<file path="src/rtl/reg_write_arbiter.sv">
// reg_write_arbiter: shares the single register-file write port between two
// writeback requesters, A (ALU result path) and B (load/memory return path).
//
// Ports:
//   CLK                 clock, all state updates on the rising edge
//   RESET               synchronous, active-low reset
//   STALL               blocks all acceptances this cycle
//   A_VALID/ADDR/DATA   requester A write request
//   A_READY             A accepted at this edge (combinational)
//   B_VALID/ADDR/DATA   requester B write request
//   B_READY             B accepted at this edge (combinational)
//   WRITE_ENABLE        registered write strobe to reg_file (never for reg 0)
//   WRITE_ADDRESS       registered write address to reg_file
//   WRITE_DATA          registered write data to reg_file
//   LAST_GRANT          0 = A won the last accepted request, 1 = B won
module reg_write_arbiter #(
  parameter int unsigned DATA_WIDTH     = 32,
  parameter int unsigned ADDR_WIDTH     = 5,
  parameter bit          FIXED_PRIORITY = 1'b0
) (
  input  logic                  CLK,
  input  logic                  RESET,
  input  logic                  STALL,
  input  logic                  A_VALID,
  input  logic [ADDR_WIDTH-1:0] A_ADDR,
  input  logic [DATA_WIDTH-1:0] A_DATA,
  output logic                  A_READY,
  input  logic                  B_VALID,
  input  logic [ADDR_WIDTH-1:0] B_ADDR,
  input  logic [DATA_WIDTH-1:0] B_DATA,
  output logic                  B_READY,
  output logic                  WRITE_ENABLE,
  output logic [ADDR_WIDTH-1:0] WRITE_ADDRESS,
  output logic [DATA_WIDTH-1:0] WRITE_DATA,
  output logic                  LAST_GRANT
);

  logic                  write_enable_q, write_enable_d;
  logic [ADDR_WIDTH-1:0] write_address_q, write_address_d;
  logic [DATA_WIDTH-1:0] write_data_q, write_data_d;
  logic                  last_grant_q, last_grant_d;

  logic                  grant_a;
  logic                  grant_b;
  logic                  xfer;
  logic [ADDR_WIDTH-1:0] sel_addr;
  logic [DATA_WIDTH-1:0] sel_data;

  // Arbitration: on a conflict, round-robin favours whoever did not win last.
  always_comb begin
    grant_a = 1'b0;
    grant_b = 1'b0;
    if (RESET && !STALL) begin
      if (A_VALID && B_VALID) begin
        if (FIXED_PRIORITY || last_grant_q) begin
          grant_a = 1'b1;
        end else begin
          grant_b = 1'b1;
        end
      end else begin
        grant_a = A_VALID;
        grant_b = B_VALID;
      end
    end
  end

  // Next-state for the registered write port and grant history.
  always_comb begin
    xfer            = grant_a | grant_b;
    sel_addr        = grant_a ? A_ADDR : B_ADDR;
    sel_data        = grant_a ? A_DATA : B_DATA;
    write_enable_d  = 1'b0;
    write_address_d = write_address_q;
    write_data_d    = write_data_q;
    last_grant_d    = last_grant_q;
    if (xfer) begin
      // Register 0 is hard-wired: accept the request but suppress the strobe.
      write_enable_d  = (sel_addr != '0);
      write_address_d = sel_addr;
      write_data_d    = sel_data;
      last_grant_d    = grant_b;
    end
  end

  // State register; reset discards any write not yet presented.
  always_ff @(posedge CLK) begin
    if (!RESET) begin
      write_enable_q  <= 1'b0;
      write_address_q <= '0;
      write_data_q    <= '0;
      last_grant_q    <= 1'b1;
    end else begin
      write_enable_q  <= write_enable_d;
      write_address_q <= write_address_d;
      write_data_q    <= write_data_d;
      last_grant_q    <= last_grant_d;
    end
  end

  assign A_READY       = grant_a;
  assign B_READY       = grant_b;
  assign WRITE_ENABLE  = write_enable_q;
  assign WRITE_ADDRESS = write_address_q;
  assign WRITE_DATA    = write_data_q;
  assign LAST_GRANT    = last_grant_q;

endmodule

</file>
<file path="config.mk">
export PLATFORM = sky130hd
export DESIGN_NAME = reg_write_arbiter
export DESIGN_NICKNAME = d
export VERILOG_FILES = /design/src/rtl/reg_write_arbiter.sv
export SDC_FILE = /design/constraint.sdc
export NUM_CORES = 1
export LEC_CHECK = 0
export ABC_AREA = 1
export BUFFER_PORTS_ARGS = -buffer_cell sky130_fd_sc_hd__buf_2
export CAP_MARGIN = 15
export CORE_UTILIZATION = 38
export DETAILED_ROUTE_END_ITERATION = 6
export HOLD_SLACK_MARGIN = 0.15
export MAX_ROUTING_LAYER = met4
export PLACE_DENSITY = 0.87
export SYNTH_ARGS = -nofsm -noshare
export SYNTH_HDL_FRONTEND = slang
export SYNTH_SLANG_ARGS = --single-unit
</file>
<file path="constraint.sdc">
create_clock -name CLK -period 1.2 [get_ports CLK]
set_input_delay 0.12 -clock CLK [delete_from_list [all_inputs] [get_ports CLK]]
set_output_delay 0.12 -clock CLK [all_outputs]
set_load 0.03 [all_outputs]
</file>
== Yosys cells after proc, flatten, opt, wreduce, memory -nomap -nowiden ==
Cells that the tools add are included.

* Add/subtract/negate cells: 0
* $mul: 0
* Div/mod/pow operators: 0
* Order comparisons: 0
* Eq/ne operators: 0
* Shifts and indexed selects: 0
* Mux-type cells: 8
* Bitwise gates (word level): 1
* Reduce and logical (&&, ||, !) cells: 5

{| class="wikitable"
|+ Operators with widths
! cell !! count
|-
| $mux W32 || 1
|-
| $mux W1 || 6
|-
| $mux W5 || 1
|-
| $reduce_bool A5 Y1 || 1
|-
| $logic_and A1 B1 Y1 || 2
|-
| $reduce_and A2 Y1 || 1
|-
| $logic_not A1 Y1 || 1
|-
| $or A1 B1 Y1 || 1
|}

* Flip-flop bits (word level): 39
* Latch bits: 0
* Memory bits (writable): 0
* Bits in read-only memories: 0
* Input bits: 79
* Output and inout port bits: 41
* Word-level logic and storage cells: 18
* Memories kept: 0

== Depth between registers and ports, before layout ==
* Depth in word-level cells: 5
* Mapped depth: 9
* Mapped depth without buffers: 8

== Least setup slack after synthesis ==
OpenSTA, ideal clock, no wires.

* Kind: reg-to-reg
* Start point: register last_grant_q (netlist: LAST_GRANT)
* End point: register write_data_q[13] (netlist: WRITE_DATA[13])
* Library setup time: 0.057 ns
* Arrival time: 1.450 ns
* Data required time: 1.143 ns
* Slack: -0.307 ns
* Cell stages (with the launch flop): 10
* Buffers on the path: 1
* Clock period less this slack: 1.507 ns
* Path through: dfxtp_1 -> inv_1 -> nand2_1 -> nand3_2 -> inv_2 -> buf_2 -> nand2_1 -> nand3_1 -> o211ai_1 -> inv_2

* Longest elaborated chain between the ends: 4
* Elaborated cells on any way between the ends: 8
* Those cells by class: 7 x mux; 1 x bitwise

{| class="wikitable"
|+ Ends and longest elaborated chain
! item !! line !! source
|-
| start: declaration || 41 || <nowiki>logic last_grant_q, last_grant_d;</nowiki>
|-
| start signal: assignment || 96 || <nowiki>last_grant_q <= last_grant_d;</nowiki>
|-
| $mux W1 * || 55 || <nowiki>if (FIXED_PRIORITY || last_grant_q) begin</nowiki>
|-
| $mux W1 * || 54 || <nowiki>if (A_VALID && B_VALID) begin</nowiki>
|-
| $mux W1 * || 53 || <nowiki>if (RESET && !STALL) begin</nowiki>
|-
| via A_READY || 27 || <nowiki>output logic A_READY,</nowiki>
|-
| $mux W32 / $or A1 B1 Y1 (equally long branches) || 71, 69 ||
|-
| end signal: assignment || 95 || <nowiki>write_data_q <= write_data_d;</nowiki>
|-
| end: declaration || 40 || <nowiki>logic [DATA_WIDTH-1:0] write_data_q, write_data_d;</nowiki>
|}

The timed path passes the listed nets; every way through them passes the cells marked *.
A chain may end at the register's enable or synchronous reset.

== Worst setup path in the final report ==
* Start point: register last_grant_q (netlist: LAST_GRANT)
* End point: output port A_READY

* Longest elaborated chain between the ends: 3

{| class="wikitable"
|+ Ends and longest elaborated chain
! item !! line
|-
| $mux W1 || 55
|-
| $mux W1 || 54
|-
| $mux W1 || 53
|-
| end: declaration || 27
|}

No other way between the ends.

==> summary.md <==
| Metric | Value |
|---|---|
| I/O pin count | `120` |
| Cell Area, Placed | `2630 um2` |
| H-tree depth | `2` |
| Sink Count | `39` |
| Cells after DPL | `449` |
| Initial Util | `39.9%` |
| Count of unique library cells instantiated by Yosys | `20` |
| Vias per cell | `4.66` |
| Total power draw | `3.36 mW` |
| Synth Warn # | `0` |
| Most frequent cell after synthesis | `nand2_1` |
| Yosys top cell area share | `40.9%` |
| Final Net Count | `473` |
| First-pass GRT wire length | `8.00 mm` |
| FP Rows | `25` |
| Die width | `72.9 um` |
| Setup TNS Final | `-689 ps` |
| DR iter-0 viols | `46` |
| Area of the core | `4790 um2` |
| Layout area overhead | `50.4%` |
| DRT antenna net count | `0` |
| Synth Area in Compound Gates | `16.3%` |
| Die height | `72.9 um` |
| 1st-pass router iterations | `4` |
| Simple-gate area share of the yosys netlist | `27.3%` |
| Clock latency on the worst-skew pair | `290 ps` |
| Post-synth top flop | `dfxtp_1` |
| Synth Area in Adders | `0%` |
| Drt total wl | `5.10 mm` |
| WS Path Type | `register to primary output` |
| Fillers | `415` |
| GRT Total Usage | `19.9%` |
| Final hold vios | `0` |
| Measured slew at the worst slew-check pin | `386 ps` |
| Syn_nets | `349` |
| Setup WS post-layout | `-91.9 ps` |
| Fin crit period | `1290 ps` |
| Max Slew Vio Count | `0` |
| Total CTS buffers | `5` |
| Sequential element share of the synthesized area | `40.9%` |
| Ant. Diodes | `0` |
| # port buffers | `119` |
| Clock-pin slew on the worst setup and hold paths | `80 ps` |
| Maxcap violations | `0` |
| VDD IR max | `0.701 mV` |
| Leading post-synthesis cells by cell area | `dfxtp_1 (41%), nand2_1 (16%), o211ai_1 (14%)` |
| Run status | `finished with violations` |
| CTS tree | `built` |
| Failing checks | `setup timing` |
| Setup Skew | `7.01 ps` |
| Crit end category | `primary output` |
| Mapped Area | `1910 um2` |
| Syn avg cell area | `7.07 um2` |
| Leak pwr | `1.60 nW` |
| Final setup viols | `17` |
| Startpoint Class | `register` |
| WL/cell | `11.0 um` |
| Area leader, netlist | `dfxtp_1` |
| Pin count of the biggest net entering global routing | `43` |
| Crit path max fanout | `4` |
| Grt ovf | `0` |
| CP Data Arrival Time | `1170 ps` |
| Design area | `2870 um2` |
| Crit share post-route | `108%` |
| Via count | `2151` |
| Largest family of logic cells by synthesized area | `simple AND/OR/NAND/NOR gates` |
| Synth async-reset ratio | `0%` |
| Hold WC Path Type | `input pin to register` |
| CTS root buffer | `clkbuf_8` |
| Die Area | `5310 um2` |
| CTS max path bufs | `2` |
| Synthesized instance count | `270` |
| GP Congestion | `0.839` |
| Post-synth EDFFs | `0` |
| Hpwl dp | `3.60 mm` |
| Max-slew headroom | `74.3%` |
| Max Fclk | `774 MHz` |
| Fin cells | `462` |
| Initial antenna violation count | `0` |
| Synth cell count leaders | `nand2_1 (80), dfxtp_1 (39), inv_2 (37)` |
| Seq cells post-synth | `39` |
| Post-synthesis mux area share | `0%` |
| Unrepaired setup endpoints after global routing | `true` |
| Share of layout cells above drive strength 1 | `50.9%` |
| DRC | `0` |
| PD cells | `1170 nW/um2` |
| Worst EP required | `1080 ps` |
| Synth Area in XOR/XNOR | `0%` |
| Number of global-route vias before repair | `1893` |
## where the power goes
| part | switching [mW] | internal [mW] | total (mW) |
|---|---|---|---|
| Combinational | 0.530 | 0.335 | 0.865 |
| Clock | 0.455 | 0.589 | 1.04 |
| Sequential | 0.0515 | 1.40 | 1.45 |
| Total | 1.04 | 2.32 | 3.36 |
## critical path: stages (launching register included)
cell     delay, ps
dfxtp_4        360
inv_4           40
nand2_4         60
nand3_4        110
inv_4           90
buf_12         110
buf_8          110
## routing by layer
layer | share of wire (%) | vias up | wire length (um) | track usage (%)
met2 | 49 | 77 | 2520 | 35.4
li1 | - | 1115 | - | -
met4 | 1.1 | 0 | 58 | 5.23
met3 | 6.1 | 7 | 310 | 5.80
met1 | 43 | 952 | 2200 | 21.6
met5 | 0 | - | 0 | -
## cell families (layout without fill, tap and decap cells)
logic type	after synthesis	after routing
AND/OR/NAND/NOR	120	120
buffers and inverters	68	193
AO/OA/AOI/OAI	43	43
flip-flops	39	39
## through the flow
stage / hold slack (ps) / util (%) / setup WS [ps]
after floorplan: 316 / - / -48.5
after global placement: 446 / 54.9 / -58.6
after detailed placement: 459 / 54.9 / -104
after CTS: 157 / 58.4 / -63.6
after global routing: 177 / 60.0 / -145
final: 159 / 60.0 / -91.9
## cells in the final DEF (no fill, tap or decap), types with 6 or more instances in the layout
cell type | netlist | layout
buf_4 | 6 | 10
nand2_1 | 80 | 71
o211ai_1 | 35 | 35
nand3_2 | 1 | 6
clkbuf_8 | 0 | 6
inv_1 | 9 | 8
nand3_1 | 33 | 27
nand2_2 | 0 | 8
inv_2 | 37 | 36
buf_2 | 8 | 117
dfxtp_1 | 39 | 38
## sequential cells by signal (all words and copies together) (netlist names)
register	cells
WRITE_DATA	32
WRITE_ADDRESS	5
LAST_GRANT	1
WRITE_ENABLE	1
## cell type report
class | instances | area, um2 | area share [%]
multi-input combinational | 163 | 902 | 31.4
timing repair buffer | 136 | 800 | 27.8
sequential | 39 | 785 | 27.3
inverter | 49 | 189 | 6.58
clock buffer | 7 | 108 | 3.75
tap | 67 | 83.8 | 2.92
clock inverter | 1 | 5.00 | 0.174
## repair_timing
action / 4_1_cts / 5_1_grt
resized for setup: 9 / 20
cloned: 0 / 0
endpoints found under the setup margin: 40 / 40
hold buffers: 0 / 0
buffers inserted: 6 / 0
pin swaps: 4 / 5
endpoints found under the hold margin: 0 / 0
## worst paths after layout
kind                      start             end  slack (ps)  depth (start not counted)
setup reg to reg     LAST_GRANT  WRITE_DATA[20]         -50                         10
setup / recovery     LAST_GRANT         A_READY         -90                          6
hold / removal        A_DATA[1]   WRITE_DATA[1]         160                          5
hold reg to reg   WRITE_DATA[1]   WRITE_DATA[1]         490                          2
Note: power is estimated with default switching activity, not from simulation.
